[src/rtl/mem_port_arbiter.sv]
// rtl/mem_port_arbiter.sv - two-port req/ack arbiter sequencing accesses to a fixed-latency single-ported memory
// Define MEM_ARB_CPU_PRIORITY_EN for fixed port-0 priority; default build is round-robin.
module mem_port_arbiter #(
  parameter int AW     = 32,
  parameter int DW     = 32,
  parameter int RD_LAT = 1
) (
  input  logic          CLK,
  input  logic          RST,
  input  logic          r0_req,
  input  logic          r0_we,
  input  logic [AW-1:0] r0_addr,
  input  logic [DW-1:0] r0_wdata,
  output logic          r0_ack,
  output logic [DW-1:0] r0_rdata,
  input  logic          r1_req,
  input  logic          r1_we,
  input  logic [AW-1:0] r1_addr,
  input  logic [DW-1:0] r1_wdata,
  output logic          r1_ack,
  output logic [DW-1:0] r1_rdata,
  output logic          gnt,
  output logic          busy,
  output logic          mem_en,
  output logic          mem_we,
  output logic [AW-1:0] mem_addr,
  output logic [DW-1:0] mem_wdata,
  input  logic [DW-1:0] mem_rdata
);

  localparam logic [1:0] IDLE  = 2'd0;
  localparam logic [1:0] ISSUE = 2'd1;
  localparam logic [1:0] WAIT  = 2'd2;
  localparam logic [1:0] DONE  = 2'd3;

  localparam logic [3:0] WAIT_INIT = 4'(RD_LAT - 1);

  logic [1:0]    state;
  logic [3:0]    cnt;
  logic          lat_we;
  logic          pick;
  logic          sel_we;
  logic [AW-1:0] sel_addr;
  logic [DW-1:0] sel_wdata;

`ifdef MEM_ARB_CPU_PRIORITY_EN
  assign pick = ~r0_req;
`else
  logic last;

  always_ff @(posedge CLK) begin
    if (RST)
      last <= 1'b1;
    else if (state == DONE)
      last <= gnt;
  end

  assign pick = (r0_req && r1_req) ? ~last : ~r0_req;
`endif

  assign sel_we    = pick ? r1_we    : r0_we;
  assign sel_addr  = pick ? r1_addr  : r0_addr;
  assign sel_wdata = pick ? r1_wdata : r0_wdata;

  // mem_addr/mem_wdata double as the latched request fields: they only load on a grant.
  always_ff @(posedge CLK) begin
    if (RST) begin
      state     <= IDLE;
      cnt       <= 4'd0;
      lat_we    <= 1'b0;
      gnt       <= 1'b0;
      busy      <= 1'b0;
      r0_ack    <= 1'b0;
      r1_ack    <= 1'b0;
      r0_rdata  <= '0;
      r1_rdata  <= '0;
      mem_en    <= 1'b0;
      mem_we    <= 1'b0;
      mem_addr  <= '0;
      mem_wdata <= '0;
    end else begin
      r0_ack <= 1'b0;
      r1_ack <= 1'b0;
      mem_en <= 1'b0;
      mem_we <= 1'b0;
      case (state)
        IDLE: begin
          if (r0_req || r1_req) begin
            gnt       <= pick;
            lat_we    <= sel_we;
            mem_en    <= 1'b1;
            mem_we    <= sel_we;
            mem_addr  <= sel_addr;
            mem_wdata <= sel_wdata;
            busy      <= 1'b1;
            state     <= ISSUE;
          end
        end
        ISSUE: begin
          if (lat_we) begin
            if (gnt) r1_ack <= 1'b1;
            else     r0_ack <= 1'b1;
            state <= DONE;
          end else begin
            cnt   <= WAIT_INIT;
            state <= WAIT;
          end
        end
        WAIT: begin
          if (cnt == 4'd0) begin
            if (gnt) begin
              r1_rdata <= mem_rdata;
              r1_ack   <= 1'b1;
            end else begin
              r0_rdata <= mem_rdata;
              r0_ack   <= 1'b1;
            end
            state <= DONE;
          end else begin
            cnt <= cnt - 4'd1;
          end
        end
        default: begin
          busy  <= 1'b0;
          state <= IDLE;
        end
      endcase
    end
  end

endmodule

[config.mk]
export PLATFORM = sky130hd
export DESIGN_NAME = mem_port_arbiter
export DESIGN_NICKNAME = d
export VERILOG_FILES = /design/src/rtl/mem_port_arbiter.sv
export SDC_FILE = /design/constraint.sdc
export NUM_CORES = 1
export LEC_CHECK = 0
export BUFFER_PORTS_ARGS = -buffer_cell sky130_fd_sc_hd__buf_2
export CAP_MARGIN = 20
export CORE_ASPECT_RATIO = 0.7
export CORE_MARGIN = 3
export CORE_UTILIZATION = 50
export CTS_CLUSTER_DIAMETER = 150
export CTS_CLUSTER_SIZE = 30
export DETAILED_ROUTE_END_ITERATION = 12
export PLACE_DENSITY = 0.86
export SYNTH_ARGS = -nofsm -noshare
export SYNTH_HDL_FRONTEND = slang
export SYNTH_SLANG_ARGS = --single-unit
[constraint.sdc]
create_clock -name CLK -period 5.2 [get_ports CLK]
set_input_delay 0 -clock CLK [delete_from_list [all_inputs] [get_ports CLK]]
set_output_delay 0 -clock CLK [all_outputs]
set_load 0.005 [all_outputs]
Word level (Yosys, flattened, before mapping)
Index checks and enable logic that the tools add are counted.

operators by class
  add/subtract/negate cells = 1
  eq/ne operators = 7
  multiplexer cells = 22
  bitwise logic cells = 6
  reduce and logical (&&, ||, !) cells = 14

operator list
  operator                                           number
  2-to-1 mux 32 bit                                  2
  2-to-1 mux 1 bit                                   11
  AND reduction 3 bit                                3
  2-to-1 mux 4 bit                                   2
  inequality test 2 bit (second input constant)      4
  case mux 4 bit (2 select lines)                    1
  NOT 1 bit                                          6
  case mux 1 bit (2 select lines)                    3
  case mux 2 bit (3 select lines)                    1
  AND reduction 2 bit                                3
  == test 2 bit (second input constant)              2
  zero test 4 bit                                    1
  2-to-1 mux 2 bit                                   2
  OR reduction 2 bit                                 2
  subtractor 4 x 1 -> 4 bit (second input constant)  1
  OR reduction 3 bit                                 1
  == test 2 x 1 -> 1 bit (second input constant)     1
  zero test 2 bit                                    1
  nonzero test 2 bit                                 1
  logical AND 1 bit                                  1
  logical OR 1 bit                                   1

word-level totals
  input port bits = 166
  register bits after elaboration = 142
  output and inout bits = 134

Longest topological paths before layout
Gate-level depths: netlist of the first run.

  depth in word-level cells = 4
  depth in mapped cells = 8
  gate-level depth less buffers = 5

Least setup slack after synthesis of the first run
No wires, ideal clock.

  path type = reg2reg
  start = register state[0]
  end = register cnt[0]
  setup slack = 3.484 ns
  path buffers = 1
  arrival time = 1.598 ns
  required time = 5.083 ns
  period minus slack after synthesis = 1.716 ns
  stages on the path, launching flop included = 7
  library setup time = 0.117 ns
  cell sequence = dfxtp_1 inv_1 ha_1 buf_6 and4bb_1 or3_4 a32o_1

between the ends
  cells in the longest elaborated chain, start to end = 3
  elaborated cells on any way between the ends = 7
  those cells by class = eq/ne: 4; mux: 1; reduce/logical: 2

ends and longest elaborated chain
  element                                                                              RTL line  text
  start: declaration                                                                   38        logic [1:0] state;
  start signal: assignment                                                             68        state <= IDLE;
  start signal: assignment                                                             96        state <= ISSUE;
  start signal: assignment                                                             103       state <= DONE;
  == test 2 bit / == test 2 x 1 -> 1 bit (equally long branches)                       86        case (state)
  inequality test 2 bit (no source line) / nonzero test 2 bit (equally long branches)  -
  AND reduction 3 bit (no source line)                                                 -
  end signal: assignment                                                               120       cnt <= cnt - 4'd1;
  end: declaration                                                                     39        logic [3:0] cnt;

Several ways; a longest one is shown, not always the timed one.
A chain may end at the register's enable or synchronous reset.

Worst setup path after layout of the first run
  start = register last
  end = register mem_addr[26]

between the ends
  cells in the longest elaborated chain, start to end = 3

ends and longest elaborated chain
  element                   RTL line  text
  start: declaration        49        logic last;
  start signal: assignment  55        last <= gnt;
  NOT 1 bit                 58        assign pick = (r0_req && r1_req) ? ~last : ~r0_req;
  2-to-1 mux 1 bit          58
  2-to-1 mux 32 bit         62        assign sel_addr = pick ? r1_addr : r0_addr;
  end signal: assignment    93        mem_addr <= sel_addr;
  end: declaration          26        output logic [AW-1:0] mem_addr,

Every way passes these cells.

==> results.ini, run 1 <==
[synthesis]
synth_cell_types = 40
syn_nets = 910
ys_seq_area_share_pct = 46.4
synth_edf_count = 0
yosys.area.top_type_share_pct = 46.4
synth.cell_area_um2 = 6120
synthTopCellsByCount = o21ai_0 (194), dfxtp_1 (142), clkbuf_1 (70)
async_flop_share_pct = 0
synth_ff_type = dfxtp_1
yosysMostFrequentCell = o21ai_0
yosys_warnings = 0
postSynthAreaPerCell_um2 = 8.29
synth_cells = 738
synth_largest_area_cell = dfxtp_1
ys_ff_latch = 142
yosys-top-cells-area = dfxtp_1 (46%), o21ai_0 (16%), nand3b_1 (8.0%), a31oi_1 (6.6%), a21oi_1 (5.2%)

[grt]
antenna_found_initial = 1
met1_usage_pct = 38.5
grt_usage_pct = 35.3
grt_overflow = 0
grt_max_degree = 132
grt_pass1_wl_mm = 39.6
globalRouteMet3Util_pct = 9.75
grt_busiest_layer = met2
grt_use_met2_pct = 60.9
first_global_vias = 7781

[clocking]
cts_buffer_depth = 2
clk_latency_ns = 0.41
clockRootBuffer = clkbuf_16
post_cts_buffers = 0
htreeDepth = 4
clkTransAtPathRegs_ns = 0.07
cts_tree = done
clock-sinks = 142
cts_made_buffers = 17

[pwr]
powerDensity_nw_per_um2 = 438
leakage_nw = 4.28
vdd_drop_max_mv = 0.384
finalPower_mw = 4.28

[timing]
fmax_mhz = 360
worst-slew-pin-transition_ns = 0.998
relSlewSlack_pct = 33.4
skew_ns = 0.0146
finalSetupViolCount = 0
finalSetupTns_ns = 0
rsz0062_at_grt = no
slew_viol_final = 0
finalCriticalPeriod_ns = 2.78
setup_ws_ns = 2.42
hold_violations = 0
min_period_over_period_pct = 53.5

[floorplan]
num_io_pins = 300
die_w_um = 138
die-area_um2 = 13600
placementRows = 33
core-area_um2 = 11900
start_util_pct = 51.7
fp.dieH_um = 98.6

[final_layout]
nNetsFinal = 1313
areaGrowthSynthToFinish_pct = 59.9
drive_above_1_share_pct = 30.2

[worst_setup_path]
cp.required_ns = 5.56
worstPathArrival_ns = 3.14
crit_fanout = 78
crit_type = reg2reg
worstSetupEndpointType = flop
crit_path_start_kind = flop

[route]
first_pass_iters = 6
vias_per_cell = 5.96
vias = 7826
drc = 0
post_drt_wl_per_cell_um = 19.1
drt-initial-drc-count = 793
final_antenna_net_count = 0
drt-total-wl_mm = 25.1

[placed_design]
dp_hpwl_mm = 12.5
io_buffers = 299
gp_congestion = 0.856
pre_cts_ws_ns = 2.96

[outcome]
status = completed

[hold_path]
hold_path.class = in2reg

[job]
maxCapViolCount = 0

[kinds of logic after synthesis]
kind of cell | count (synthesis) | share of synthesized area (%)
AOI/OAI and AO/OA | 336 | 29.7
adders and majority gates | 6 | 1.23
buffers and inverters | 97 | 6.48
DFF | 142 | 46.4
muxes | 3 | 0.491
and+or+nand+nor | 154 | 15.7
[worst paths after layout]
check | startpoint | slack (ns) | end | depth (start not counted)
setup / recovery | last | 2.42 | mem_addr[26] | 5
hold / removal | r1_req | 0.1 | mem_en | 3
hold reg to reg | last | 0.48 | last | 2
setup reg to reg | last | 2.42 | mem_addr[26] | 5
[power by group]
part	leakage (nW)	internal (mW)	total (mW)	switching (mW)
registers	1.16	1.34	1.48	0.145
logic	2.84	0.722	1.58	0.854
clock network	0.276	0.717	1.22	0.508
[area by class of cell]
cell class                      instances  area [um2]
Timing Repair Buffer                  471        3220
Multi-Input combinational cell        499        2900
Sequential cell                       142        2840
Fill cell                             705        2070
Clock buffer                           18         429
Tap cell                              157         196
Clock inverter                         14         159
Inverter                               10        37.5
Antenna cell                            1        2.50
[timing repair]
item,CTS,global route
endpoints found under the hold margin,130,0
hold buffers,163,0
resized for setup,0,0
[registers in the layout, summed over array words and instances, names as in the netlist]
| register | flops |
|---|---|
| gnt | 1 |
| r1_rdata | 32 |
| state | 2 |
| last | 1 |
| r0_rdata | 32 |
| mem_addr | 32 |
| r1_ack | 1 |
| cnt | 4 |
| mem_we | 1 |
| r0_ack | 1 |
| lat_we | 1 |
| mem_en | 1 |
| busy | 1 |
| mem_wdata | 32 |
[placed cells by master (no fill, tap or decap), types with 2 or more instances in the layout]
cell / instances
nand3_1: 64
buf_2: 299
nand2_1: 5
ha_1: 6
dfxtp_1: 141
inv_1: 8
clkinv_4: 2
o311ai_0: 2
mux2i_1: 3
nor4_1: 2
clkbuf_16: 17
nand3b_1: 65
o21ai_0: 194
nor3_1: 2
bufinv_16: 2
nor2_1: 6
buf_4: 7
dlygate4sd3_1: 163
inv_6: 4
o32ai_1: 2
a31oi_1: 65
a21oi_1: 64
buf_12: 2
clkinvlp_4: 4
[stage by stage]
step           cell area (um2)  util [%]  hold WS [ns]  std cells
6_report                  9780      82.6        0.0981       1312
5_1_grt                   9780      82.6         0.115       1312
4_1_cts                   9740      82.2        0.0797       1309
3_5_place_dp              7520      63.5         0.276       1114
3_3_place_gp              7520      63.5         0.269       1114
2_1_floorplan             6120         -         0.148        738
[worst max-delay path, stage by stage, from the launching register on]
cell and delay (ns):
dfxtp_1 0.30, and2b_2 0.67, buf_4 0.61, o21ai_0 0.28, a31oi_1 0.27, dlygate4sd3_1 0.58
[layer usage]
layer | part of all wire (%) | vias to the layer above
li1 | - | 3530
met4 | 6.8 | 0
met2 | 49 | 521
met1 | 35 | 3626
met3 | 8.4 | 149
met5 | 0 | -
No activity file was read; power rests on OpenSTA's default activity.
==> run 2: changes to the inputs <==
--- a/config.mk
+++ b/config.mk
@@ -9,11 +9,11 @@
 export CAP_MARGIN = 20
 export CORE_ASPECT_RATIO = 0.7
 export CORE_MARGIN = 3
-export CORE_UTILIZATION = 50
+export CORE_UTILIZATION = 46
 export CTS_CLUSTER_DIAMETER = 150
 export CTS_CLUSTER_SIZE = 30
 export DETAILED_ROUTE_END_ITERATION = 12
-export PLACE_DENSITY = 0.86
+export PLACE_DENSITY = 0.8
 export SYNTH_ARGS = -nofsm -noshare
 export SYNTH_HDL_FRONTEND = slang
 export SYNTH_SLANG_ARGS = --single-unit
==> constraint.sdc (replaced) <==
create_clock -name CLK -period 2.8 [get_ports CLK]
set_input_delay 0 -clock CLK [delete_from_list [all_inputs] [get_ports CLK]]
set_output_delay 0 -clock CLK [all_outputs]
set_load 0.005 [all_outputs]
==> results.ini, run 2 (synthesis results as in run 1) <==
[outcome]
status = completed

[route]
first_pass_iters = 7  ; +1
final_antenna_net_count = 0  ; unchanged
vias_per_cell = 5.76  ; -3.4%
drt-total-wl_mm = 23.7  ; -5.3%
drt-initial-drc-count = 627  ; -21%
post_drt_wl_per_cell_um = 18.0  ; -5.8%
vias = 7603  ; -2.8%
drc = 0  ; unchanged

[clocking]
cts_tree = done
clkTransAtPathRegs_ns = 0.06  ; about the same
clk_latency_ns = 0.42  ; about the same
htreeDepth = 4  ; unchanged
clockRootBuffer = clkbuf_16
cts_made_buffers = 17  ; unchanged
cts_buffer_depth = 2  ; unchanged
clock-sinks = 142  ; unchanged
post_cts_buffers = 0  ; unchanged

[timing]
finalCriticalPeriod_ns = 2.58  ; -0.204 ns
finalSetupViolCount = 0  ; unchanged
skew_ns = 0.0200  ; +0.00539 ns
min_period_over_period_pct = 92.0  ; +39 points
fmax_mhz = 388  ; +7.9%
finalSetupTns_ns = 0  ; unchanged
whs_ns = 0.0607  ; -0.0374 ns
hold_violations = 0  ; unchanged
relSlewSlack_pct = 49.0  ; +16 points
slew_viol_final = 0  ; unchanged
worst-slew-pin-transition_ns = 0.764  ; -0.235 ns
rsz0062_at_grt = no

[floorplan]
fp.dieH_um = 103  ; +4.0%
num_io_pins = 300  ; unchanged
die-area_um2 = 14700  ; +8.2%
die_w_um = 144  ; +4.1%
start_util_pct = 48.1  ; -3.5 points
core-area_um2 = 12700  ; +7.3%
placementRows = 34  ; +3.0%

[final_layout]
drive_above_1_share_pct = 30.6  ; +0.33 points
fin_util_pct = 77.0  ; -5.5 points
mostFrequentLayoutCell = buf_2
seqCellArea_um2 = 2840  ; unchanged
mostFrequentLayoutCells = buf_2 (299), o21ai_0 (194), dlygate4sd3_1 (164), dfxtp_1 (141)
diodes = 0  ; -1
multiInputGateArea_um2 = 2900  ; about the same
areaGrowthSynthToFinish_pct = 60.1
nNetsFinal = 1318  ; +0.38%
nFillCells = 908  ; +29%
fin_cells = 1320  ; +0.61%

[placed_design]
dp_hpwl_mm = 13.1  ; +4.7%
placedCellCount = 1125  ; +0.99%
gp_congestion = 0.866  ; +1.2%
io_buffers = 299  ; unchanged

[pwr]
leakage_nw = 4.29  ; +0.25%
vdd_drop_max_mv = 0.460  ; +20%
powerDensity_nw_per_um2 = 792  ; +81%

[grt]
first_global_vias = 7270  ; -6.6%
grt_usage_pct = 30.8  ; -4.5 points
grt_pass1_wl_mm = 36.5  ; -7.7%
grt_max_degree = 95  ; -28%
antenna_found_initial = 1  ; unchanged
grt_overflow = 0  ; unchanged

[worst_setup_path]
crit_type = reg2reg
worstSetupEndpointType = flop
crit_fanout = 94  ; +21%
max_stage_delay_ns = 0.55  ; -0.12 ns
crit_chain = and2b_4 -> buf_12 -> nand3b_1 -> dlygate4sd3_1 -> a31oi_1 -> dlygate4sd3_1
worstPathArrival_ns = 2.86  ; -0.28 ns
crit_path_start_kind = flop
crit_top_cell = dlygate4sd3_1
cpMaxStageDelayCell = dlygate4sd3_1
cp.depth = 6  ; +1
crit_family = buffers and inverters
critPathBufInv = 3  ; +1
cp.required_ns = 3.09  ; -2.47 ns
worst_r2r_path_depth = 6  ; +1

[job]
maxCapViolCount = 0  ; unchanged

[hold_path]
whs_path_depth = 3  ; unchanged
hold_path.class = in2reg

==> run 2: changes by cell type in the layout (fill, tap and decap cells not counted), sizes merged <==
cell	before	now
buf	308	312
clkinv	4	7
inv	14	12
bufinv	2	1
clkbuf	18	17
diode	1	0
dlygate4sd3	163	164
==> run 2: worst reg2reg max path, delay by kind of cell (launching register included) <==
family,cells,cell delay (ns)
AOI/OAI and AO/OA,1,0.07
buffers and inverters,3,1.44
DFF,1,0.30
and+or+nand+nor,2,0.66
==> run 2: worst paths after layout <==
check             slack, ns    from             to
hold reg to reg        0.47    last           last
setup / recovery       0.22    last  mem_wdata[11]
hold / removal         0.06  r1_req         mem_en
setup reg to reg       0.22    last  mem_wdata[11]
==> run 2: area by class of cell <==
type | instances | area share, %
multi-input cells | 499 | 29.6
repair buffers | 476 | 33.4
inverters | 10 | 0.383
clock inverters | 14 | 1.23
clock buffers | 17 | 4.34
flip-flops and latches | 142 | 29.0
well taps | 162 | 2.07
==> run 2: where the power goes <==
group          internal [mW]  leakage [nW]  switching [mW]  total (mW)
sequential              2.49          1.16           0.283        2.77
combinational           1.37          2.86            1.52        2.89
clock                   1.21         0.261           0.882        2.10
==> run 2: through the flow <==
stage	area [um2]	setup slack (ns)	power, mW
6_report	9800	0.223	7.76
5_1_grt	9800	0.0809	8.18
4_1_cts	9800	0.154	7.65
3_5_place_dp	7610	0.944	4.99
3_3_place_gp	7610	0.970	4.96
2_1_floorplan	6120	1.08	4.10
==> run 2: what timing repair did <==
action,4_1_cts,5_1_grt
gates resized for setup,0,1
hold buffers,164,0
endpoints found under the hold margin,130,0
setup endpoints to repair,0,1
==> run 2: layer usage <==
layer / track usage (%) / part of all wire [%] / up-vias
met2: 52.8 / 50 / 433
met1: 36.2 / 38 / 3547
li1: - / - / 3531
met3: 7.79 / 7.4 / 90
met5: 0 / 0.029 / -
met4: 15.6 / 4.4 / 2
==> run 3: changes to the inputs <==
==> constraint.sdc (replaced) <==
create_clock -name CLK -period 2.6 [get_ports CLK]
set_input_delay 0 -clock CLK [delete_from_list [all_inputs] [get_ports CLK]]
set_output_delay 0 -clock CLK [all_outputs]
set_load 0.005 [all_outputs]
==> results.ini, run 3 (synthesis results as in run 1) <==
[clocking]
cts_buffer_depth = 2  ; unchanged
holdBufCountCts = 164  ; unchanged
cts_made_buffers = 17  ; unchanged
clkTransAtPathRegs_ns = 0.06  ; about the same
clockRootBuffer = clkbuf_16
post_cts_buffers = 0  ; unchanged
post_cts_resized = 0  ; unchanged
cts_tree = done
clk_latency_ns = 0.40  ; -0.02 ns
htreeDepth = 4  ; unchanged
clock-sinks = 142  ; unchanged

[route]
drt-total-wl_mm = 23.2  ; -2.3%
vias_per_cell = 5.73  ; -0.53%
final_antenna_net_count = 0  ; unchanged
dr_wl_met3_mm = 1.69  ; -3.5%
dr.max_layer_used = met4
vias = 7580  ; -0.30%
drc = 0  ; unchanged
drt-initial-drc-count = 646  ; +3.0%
post_drt_wl_per_cell_um = 17.5  ; -2.5%
first_pass_iters = 5  ; -2
met1_length_mm = 9.10  ; about the same
dr_wl_met2_mm = 11.4  ; -3.4%

[timing]
min_period_over_period_pct = 87.2  ; -4.9 points
slew_viol_final = 0  ; unchanged
relSlewSlack_pct = 50.7  ; +1.7 points
worst-slew-pin-transition_ns = 0.739  ; -0.0241 ns
finalSetupTns_ns = 0  ; unchanged
finalCriticalPeriod_ns = 2.27  ; -0.310 ns
hold_violations = 0  ; unchanged
skew_ns = 0.00773  ; -0.0122 ns
fmax_mhz = 441  ; +14%
rsz0062_at_grt = no
finalSetupViolCount = 0  ; unchanged

[grt]
grt_max_degree = 85  ; -11%
first_global_vias = 7185  ; -1.2%
grt_overflow = 0  ; unchanged
antenna_found_initial = 1  ; unchanged
grt_usage_pct = 30.1  ; -0.68 points
grt_pass1_wl_mm = 35.9  ; -1.7%

[hold_path]
min_to = busy
min_from = r1_req
hold_path.class = in2reg
whs_path_depth = 4  ; +1

[pwr]
power_frac_comb_pct = 36.0  ; -1.3 points
seqPwrFrac_pct = 34.5  ; -1.2 points
power.internal_mw = 5.66  ; +12%
p_clk_share_pct = 29.4  ; +2.4 points
vdd_drop_max_mv = 0.554  ; +20%
powerDensity_nw_per_um2 = 871  ; +10%
leakage_nw = 4.33  ; +0.86%
swShare_pct = 34.0  ; -0.67 points
p_sw_mw = 2.92  ; +8.4%
finalPower_mw = 8.58  ; +11%

[placed_design]
io_buffers = 299  ; unchanged
gp_congestion = 0.878  ; +1.4%
dp_hpwl_mm = 13.2  ; +0.84%

[floorplan]
num_io_pins = 300  ; unchanged
placementRows = 34  ; unchanged
die_w_um = 144  ; unchanged
start_util_pct = 48.1  ; unchanged
die-area_um2 = 14700  ; unchanged
core-area_um2 = 12700  ; unchanged
fp.dieH_um = 103  ; unchanged

[final_layout]
areaGrowthSynthToFinish_pct = 60.9
drive_above_1_share_pct = 30.6  ; +0.034 points
nNetsFinal = 1319  ; +0.076%
mostFrequentLayoutCell = buf_2
mostFrequentLayoutCells = buf_2 (299), o21ai_0 (194), dlygate4sd3_1 (164), dfxtp_1 (141)

[worst_setup_path]
critPathBufInv = 3  ; unchanged
worstSetupEndpointType = flop
r2r_slack_ns = 0.33  ; +0.11 ns
rr_endpoint = mem_addr[23]
worstPathArrival_ns = 2.61  ; -0.25 ns
cp.depth = 7  ; +1
cpMaxStageDelayCell = dlygate4sd3_1
reg2reg_from = state[0]
crit_chain = inv_1 -> ha_1 -> o21a_4 -> buf_12 -> o21ai_0 -> a31oi_1 -> dlygate4sd3_1
max_stage_delay_ns = 0.60  ; +0.05 ns
worst_r2r_path_depth = 7  ; +1
crit_fanout = 84  ; -11%
crit_family = buffers and inverters
crit_path_start_kind = flop
crit_type = reg2reg
cp.required_ns = 2.94  ; -0.15 ns

[job]
maxCapViolCount = 0  ; unchanged

[outcome]
status = completed

-- run 3: cell types whose count changed in the layout (fill, tap and decap cells not counted), sizes merged, moves of 2 or more --
| cell | previous run | this run |
|---|---|---|
| bufinv | 1 | 3 |
| inv | 12 | 15 |
| clkinvlp | 4 | 2 |
| clkinv | 7 | 4 |
-- run 3: layer usage --
| layer | vias up | track usage [%] |
|---|---|---|
| li1 | 3538 | - |
| met1 | 3550 | 36.7 |
| met2 | 402 | 50.7 |
| met3 | 90 | 7.09 |
| met4 | 0 | 14.8 |
| met5 | - | 0 |
-- run 3: final cells by class --
| cell class | instances | area [um2] |
|---|---|---|
| timing repair buffer | 477 | 3260 |
| sequential | 142 | 2840 |
| clock inverter | 14 | 183 |
| clock buffer | 18 | 429 |
| inverter | 10 | 37.5 |
| multi-input combinational | 499 | 2900 |
| antenna | 1 | 2.50 |
| fill | 862 | 2870 |
| tap | 162 | 203 |
-- run 3: worst max path at each step --
| stage | start | to |
|---|---|---|
| finish | state[0] | mem_addr[23] |
| global route | state[1] | mem_wdata[21] |
| floorplan | state[0] | cnt[0] |
| global placement | state[0] | cnt[0] |
| CTS | state[0] | mem_wdata[26] |
| detailed placement | state[0] | cnt[0] |
-- run 3: tightest hold or removal path: stages --
cell	delay (ns)
buf_2	0.11
nor2_1	0.08
nor2_1	0.09
o221a_2	0.18
-- run 3: power by group through the flow --
stage,Clock (mW),Sequential (mW),Combinational (mW)
floorplan,0,2.98,1.44
global placement,0,2.97,2.37
detailed placement,0,2.97,2.39
CTS,2.56,2.94,2.97
global route,2.66,3.02,3.38
finish,2.53,2.96,3.09
-- run 3: stage by stage --
stage	cells	instance area, um2	utilization (%)	hold WS (ns)	setup slack [ns]
final	1323	9850	77.4	0.0803	0.333
after global routing	1323	9850	77.4	0.0832	0.217
after CTS	1322	9850	77.4	0.0655	0.436
after detailed placement	1126	7590	59.7	0.271	0.624
after global placement	1126	7590	59.7	0.267	0.677
after floorplan	738	6120	-	0.148	0.884
